[src/rtl/calc_pkg.sv]
// Shared types for the calculator program sequencer: opcodes, program entry layout, FSM states.
package calc_pkg;

   localparam int unsigned ENTRY_W = 16;
   localparam int unsigned DATA_W  = 8;
   localparam int unsigned OP_W    = 4;
   localparam int unsigned FLAG_W  = 3;
   localparam int unsigned STEPS_W = 5;

   typedef enum logic [OP_W-1:0] {
      OP_ADD = 4'h0,
      OP_SUB = 4'h1,
      OP_OR  = 4'h2,
      OP_AND = 4'h3,
      OP_XOR = 4'h4,
      OP_LSL = 4'h5,
      OP_LSR = 4'h6,
      OP_ASR = 4'h7,
      OP_NEG = 4'h8,
      OP_INV = 4'h9,
      OP_REV = 4'hA,
      OP_LT  = 4'hD,
      OP_GT  = 4'hE,
      OP_EQU = 4'hF
   } opcode_t;

   // op stays a raw code so the unnamed 0xB/0xC values pass through to the core untouched
   typedef struct packed {
      logic              last;
      logic [FLAG_W-1:0] mask;
      logic [OP_W-1:0]   op;
      logic [DATA_W-1:0] operand;
   } prog_entry_t;

   typedef enum logic [2:0] {
      S_IDLE,
      S_SETUP,
      S_PULSE,
      S_SETTLE,
      S_DONE
   } seq_state_t;

endpackage

[src/rtl/calc_prog_mem.sv]
// Program store: DEPTH x ENTRY_W register file, synchronous write, asynchronous read, no reset.
module calc_prog_mem
   import calc_pkg::*;
#(
   parameter int unsigned DEPTH = 8
) (
   input  logic                     clk,
   input  logic                     we_i,
   input  logic [$clog2(DEPTH)-1:0] waddr_i,
   input  prog_entry_t              wdata_i,
   input  logic [$clog2(DEPTH)-1:0] raddr_i,
   output prog_entry_t              rdata_c_o
);

   prog_entry_t mem_q [DEPTH];

   always_ff @(posedge clk) begin
      if (we_i) begin
         mem_q[waddr_i] <= wdata_i;
      end
   end

   assign rdata_c_o = mem_q[raddr_i];

endmodule

[src/rtl/calc_seq_ctrl.sv]
// Program sequencer for the 8-bit calculator core: issues stored (op, operand) steps,
// captures result/flags after a settle window, and stops on last entry or a flag match.
module calc_seq_ctrl
   import calc_pkg::*;
#(
   parameter int unsigned DEPTH         = 8,
   parameter int unsigned SETTLE_CYCLES = 2
) (
   input  logic                     clk,
   input  logic                     rst_n,
   input  logic                     ena,
   input  logic                     load_valid,
   input  logic [$clog2(DEPTH)-1:0] load_addr,
   input  logic [ENTRY_W-1:0]       load_entry,
   input  logic                     start,
   input  logic                     abort,
   output logic [DATA_W-1:0]        core_operand,
   output logic [OP_W-1:0]          core_op,
   output logic                     core_strobe,
   input  logic [DATA_W-1:0]        core_result,
   input  logic [FLAG_W-1:0]        core_flags,
   output logic [DATA_W-1:0]        result,
   output logic [FLAG_W-1:0]        flags,
   output logic [STEPS_W-1:0]       steps,
   output logic                     busy,
   output logic                     done,
   output logic                     early_stop
);

   localparam int unsigned PC_W  = $clog2(DEPTH);
   localparam int unsigned CNT_W = (SETTLE_CYCLES > 1) ? $clog2(SETTLE_CYCLES) : 1;

   seq_state_t         state_q, state_d;
   logic [PC_W-1:0]    pc_q, pc_d;
   logic [CNT_W-1:0]   cnt_q, cnt_d;
   logic [OP_W-1:0]    op_q, op_d;
   logic [DATA_W-1:0]  operand_q, operand_d;
   logic               strobe_q, strobe_d;
   logic [DATA_W-1:0]  result_q, result_d;
   logic [FLAG_W-1:0]  flags_q, flags_d;
   logic [STEPS_W-1:0] steps_q, steps_d;
   logic               busy_q, busy_d;
   logic               done_q, done_d;
   logic               early_q, early_d;

   logic               mem_we_c;
   prog_entry_t        rd_entry_c;

   calc_prog_mem #(
      .DEPTH (DEPTH)
   ) u_prog_mem (
      .clk       (clk),
      .we_i      (mem_we_c),
      .waddr_i   (load_addr),
      .wdata_i   (prog_entry_t'(load_entry)),
      .raddr_i   (pc_q),
      .rdata_c_o (rd_entry_c)
   );

   // Next-state and registered-output decode
   always_comb begin
      state_d   = state_q;
      pc_d      = pc_q;
      cnt_d     = cnt_q;
      op_d      = op_q;
      operand_d = operand_q;
      result_d  = result_q;
      flags_d   = flags_q;
      steps_d   = steps_q;
      early_d   = early_q;
      mem_we_c  = 1'b0;

      unique case (state_q)
         S_IDLE: begin
            mem_we_c = load_valid;
            if (start && ena) begin
               state_d = S_SETUP;
               pc_d    = '0;
               steps_d = '0;
               early_d = 1'b0;
            end
         end
         S_SETUP: begin
            op_d      = rd_entry_c.op;
            operand_d = rd_entry_c.operand;
            state_d   = S_PULSE;
         end
         S_PULSE: begin
            cnt_d   = '0;
            state_d = S_SETTLE;
         end
         S_SETTLE: begin
            if (cnt_q == CNT_W'(SETTLE_CYCLES - 1)) begin
               result_d = core_result;
               flags_d  = core_flags;
               steps_d  = steps_q + STEPS_W'(1);
               if ((core_flags & rd_entry_c.mask) != '0) begin
                  early_d = 1'b1;
                  state_d = S_DONE;
               end else if (rd_entry_c.last || (pc_q == PC_W'(DEPTH - 1))) begin
                  state_d = S_DONE;
               end else begin
                  pc_d    = pc_q + PC_W'(1);
                  state_d = S_SETUP;
               end
            end else begin
               cnt_d = cnt_q + CNT_W'(1);
            end
         end
         S_DONE: begin
            state_d = S_IDLE;
         end
         default: begin
            state_d = S_IDLE;
         end
      endcase

      // abort wins over every transition and discards any capture in flight
      if (abort && busy_q) begin
         state_d  = S_IDLE;
         pc_d     = pc_q;
         result_d = result_q;
         flags_d  = flags_q;
         steps_d  = steps_q;
         early_d  = early_q;
      end

      strobe_d = (state_d == S_PULSE);
      busy_d   = (state_d == S_SETUP) || (state_d == S_PULSE) || (state_d == S_SETTLE);
      done_d   = (state_d == S_DONE);
   end

   always_ff @(posedge clk) begin
      if (!rst_n) begin
         state_q   <= S_IDLE;
         pc_q      <= '0;
         cnt_q     <= '0;
         op_q      <= '0;
         operand_q <= '0;
         strobe_q  <= 1'b0;
         result_q  <= '0;
         flags_q   <= '0;
         steps_q   <= '0;
         busy_q    <= 1'b0;
         done_q    <= 1'b0;
         early_q   <= 1'b0;
      end else begin
         state_q   <= state_d;
         pc_q      <= pc_d;
         cnt_q     <= cnt_d;
         op_q      <= op_d;
         operand_q <= operand_d;
         strobe_q  <= strobe_d;
         result_q  <= result_d;
         flags_q   <= flags_d;
         steps_q   <= steps_d;
         busy_q    <= busy_d;
         done_q    <= done_d;
         early_q   <= early_d;
      end
   end

   assign core_op      = op_q;
   assign core_operand = operand_q;
   assign core_strobe  = strobe_q;
   assign result       = result_q;
   assign flags        = flags_q;
   assign steps        = steps_q;
   assign busy         = busy_q;
   assign done         = done_q;
   assign early_stop   = early_q;

endmodule

[config.mk]
export PLATFORM = sky130hd
export DESIGN_NAME = calc_seq_ctrl
export DESIGN_NICKNAME = d
export VERILOG_FILES = /design/src/rtl/calc_pkg.sv /design/src/rtl/calc_prog_mem.sv /design/src/rtl/calc_seq_ctrl.sv
export SDC_FILE = /design/constraint.sdc
export NUM_CORES = 1
export LEC_CHECK = 0
export CAP_MARGIN = 20
export CORE_MARGIN = 2
export CORE_UTILIZATION = 56
export DETAILED_ROUTE_END_ITERATION = 7
export GPL_TIMING_DRIVEN = 0
export HOLD_SLACK_MARGIN = 0.02
export PLACE_DENSITY_LB_ADDON = 0.05
export SLEW_MARGIN = 30
export SYNTH_ARGS = -nofsm -noshare
export SYNTH_HDL_FRONTEND = slang
export SYNTH_SLANG_ARGS = --single-unit
export TNS_END_PERCENT = 100
[constraint.sdc]
create_clock -name clk -period 3 [get_ports clk]
set_clock_uncertainty 0.15 [all_clocks]
set_input_delay 0.6 -clock clk [delete_from_list [all_inputs] [get_ports clk]]
set_output_delay 0.6 -clock clk [all_outputs]
set_load 0.02 [all_outputs]
==> summary.md <==
| Metric | Value |
|---|---|
| Clk Latency, worst-skew pair | 0.42 ns |
| Min-delay worst type | register to register |
| Worst-path maximum fanout | 10 |
| Status | finished clean |
| Global Route Usage Sum | 0.203 |
| Overall Power | just under 0.005 W |
| Post-synth top area share | 0.587 |
| Die W | 112 um |
| Final HPWL from detailed placement | slightly above 8000 um |
| Total Wirelength | 11900 um |
| Num rows | 39 |
| Overall die area | 0.0126 mm2 |
| Finished Layout Cells | 619 |
| Via density | 5.64 |
| Synth warnings | 0 |
| Starting Density | 0.573 |
| Post-synthesis sequential area ratio | 0.715 |
| TritonCTS clock tree | built |
| Slew margin rel. | 0.432 |
| Finished Cell Area | 0.00802 mm2 |
| DR vias | 3493 |
| CP delay by family, top | buffers and inverters |
| Clk slew on worst S/H paths | 0.06 ns |
| RePlAce Congestion | 0.809 |
| #FFs+latches synth | 170 |
| Die height | roughly 110 um |
| Actual slew at the worst max-slew pin | 0.853 ns |
| TritonCTS Buffers | 17 |
| Crit path buf inv count | 3 |
| Delay of the slowest critical-path stage | 0.60 ns |
| Most frequent cells in the layout | 128 x edfxtp_1, 66 x clkdlybuf4s50_1, 42 x dfxtp_1 |
| CTS Buffer Depth | 2 |
| Netlist Area Pre-Place | 0.00655 mm2 |
| DR pass1 iterations | 4 |
| CTS sink count | 170 |
| DRC Markers | 0 |
| Worst vdd ir | 0.484 mV |
| Syn nets | 411 |
| Routed Antenna Nets | 0 |
| Htree depth | 4 |
| Pwr dens | 605 mW/mm2 |
| Nets | roughly 500 |
| Overflow after GRT | 0 |
| M1 wire length | 5200 um |
| First-pass GRT wire length | 18900 um |
| # setup viols final | 0 |
| Leakage | 2.79 nW |
| Port Buffers | 66 |
| Routed len/inst | roughly 19 um |
| Post-layout min period | 2.70 ns |
| Max-slew violation count | 0 |
| Post-synth top area cell | edfxtp_1 |
| Initial drt markers | approximately 220 |
| Worst setup path category | register to register |
| Cells after DPL | roughly 590 |
| Post-synthesis to final-layout area growth | 22.5% |
| Netlist cell types | 40 |
| Most area-consuming cells after synthesis | edfxtp_1 59%, dfxtp_1 13%, mux4_2 8.3% |
| Vias in the first global route | 3497 |
| Fillers | 764 |
| Initial antenna violation count | 0 |
| Synthesized area per cell | 17.6 um2 |
| Cell Area, Placed | ~0.0075 mm2 |
| Setup repair bufs after CTS | 0 |
| Diodes inserted | 0 |
| Tcrit/Tclk final | 0.901 |
| Clk root buf | clkbuf_16 |
| Pin count of the biggest net entering global routing | 17 |
| RSZ-0062 raised after global routing | false |
| Syn Inst Count | between 300 and 400 |
| Share of layout cells above drive strength 1 | 0.160 |
| Detail Route met2 WL | 5840 um |
| Worst hold slack | 0.341 ns |
| CTS resizes | 0 |
| Worst hold start | early_stop |
| WP data required | ~3.2 ns |
| Final Hold Vio Count | 0 |
| Max stage delay cell, worst path | clkbuf_1 |
| Max-cap violations | 0 |
| Crit-path most repeated cell | clkbuf_1 |
| DR top layer | met4 |
| Metal3 WL | 745 um |
| Worst setup EP type | register |
| CP arrival | between 2 and 3 ns |
| CP Launch Type | register |
| Core area | 0.0114 mm2 |
| Fmax | 370 MHz |
| Worst-path cell chain | buf_6 > clkbuf_1 > clkbuf_1 > mux4_2 > mux2i_1 > nand2_1 > o211a_1 |
| Hold_buf cts | 0 |
| Commonest non-fill, non-tap cell in the layout | edfxtp_1 |
| Io pins | 68 |
## power by group
part           internal, W  total [W]  leakage [nW]  switching (W)
logic             0.000116   0.000255          1.03       0.000139
clock network      0.00113    0.00199         0.259       0.000855
registers          0.00259    0.00261          1.50      0.0000209
## logic make-up (layout without fill, tap and decap cells)
group                    count (synthesis)  after routing  share of synthesized area
AO/OA/AOI/OAI                           33             33                     0.0422
XOR/XNOR                                 3              3                    0.00401
adder cells (fa/ha/maj)                  3              3                    0.00573
buffers and inverters                   18            122                     0.0128
flip-flops                             170            170                      0.715
multiplexers                            60             60                      0.154
AND/OR/NAND/NOR                         85             85                     0.0661
## registers in the layout (all words and copies together) (netlist names), named ones only
register and count:
core_operand 8, pc_q 3, early_stop 1, result 8
cnt_q 1, core_strobe 1, core_op 4, steps 5
state_q 3, u_prog_mem.mem_q 128, busy 1, flags 3
done 1
## cells in the mapped netlist
cell type / n
buf_4: 1
a21o_1: 1
mux2_4: 1
o21ai_0: 1
nor3_1: 4
a21boi_0: 1
nand3_1: 13
mux4_2: 24
xor2_1: 3
and3_1: 2
o2111ai_1: 1
edfxtp_1: 128
a211oi_1: 1
o21ai_1: 1
nand4_1: 6
nor3b_1: 1
buf_1: 2
and3b_1: 1
o21ba_2: 1
nand2b_1: 3
o211ai_1: 3
and4b_1: 1
nand2_1: 21
mux2i_1: 27
ha_1: 3
dfxtp_1: 42
nand3b_1: 3
nor2_1: 16
mux4_1: 6
nor2b_1: 13
a21oi_1: 6
a22oi_4: 1
clkbuf_1: 10
a41oi_1: 1
mux2_2: 2
buf_6: 1
nor4bb_1: 1
o21a_1: 3
buf_2: 4
o211a_1: 12
## worst reg2reg max path, stage by stage (launching register included)
cell	delay, ns
dfxtp_1	0.32
buf_6	0.14
clkbuf_1	0.43
clkbuf_1	0.60
mux4_2	0.44
mux2i_1	0.27
nand2_1	0.10
o211a_1	0.15
## layout make-up
class	count	area (um2)	share of cell area
buffer	18	83.8	0.0105
clock buffer	20	437	0.0544
clock inverter	12	98.8	0.0123
multi-input combinational	184	1820	0.227
sequential	170	4680	0.584
tap	143	179	0.0223
timing repair buffer	72	713	0.0889
## worst paths after layout
check	cells past startpoint	slack, ns	endpoint
setup reg to reg	7	0.30	core_op[3]
setup / recovery	7	0.30	core_op[3]
hold reg to reg	1	0.34	early_stop
hold / removal	1	0.34	early_stop
## routing by layer
layer,vias to the layer above,track usage
li1,1653,-
met1,1709,0.276
met2,118,0.324
met3,13,0.0497
met4,0,0.0748
met5,-,0
## per-stage QoR
step            util  setup WS (ns)  setup TNS [ns]
4_1_cts        0.702          0.272               0
6_report       0.702          0.296               0
3_5_place_dp   0.655          0.284               0
3_3_place_gp   0.647          -1.03          -44.71
2_1_floorplan      -          0.492               0
5_1_grt        0.702          0.151               0
No activity file was read; power rests on OpenSTA's default activity.
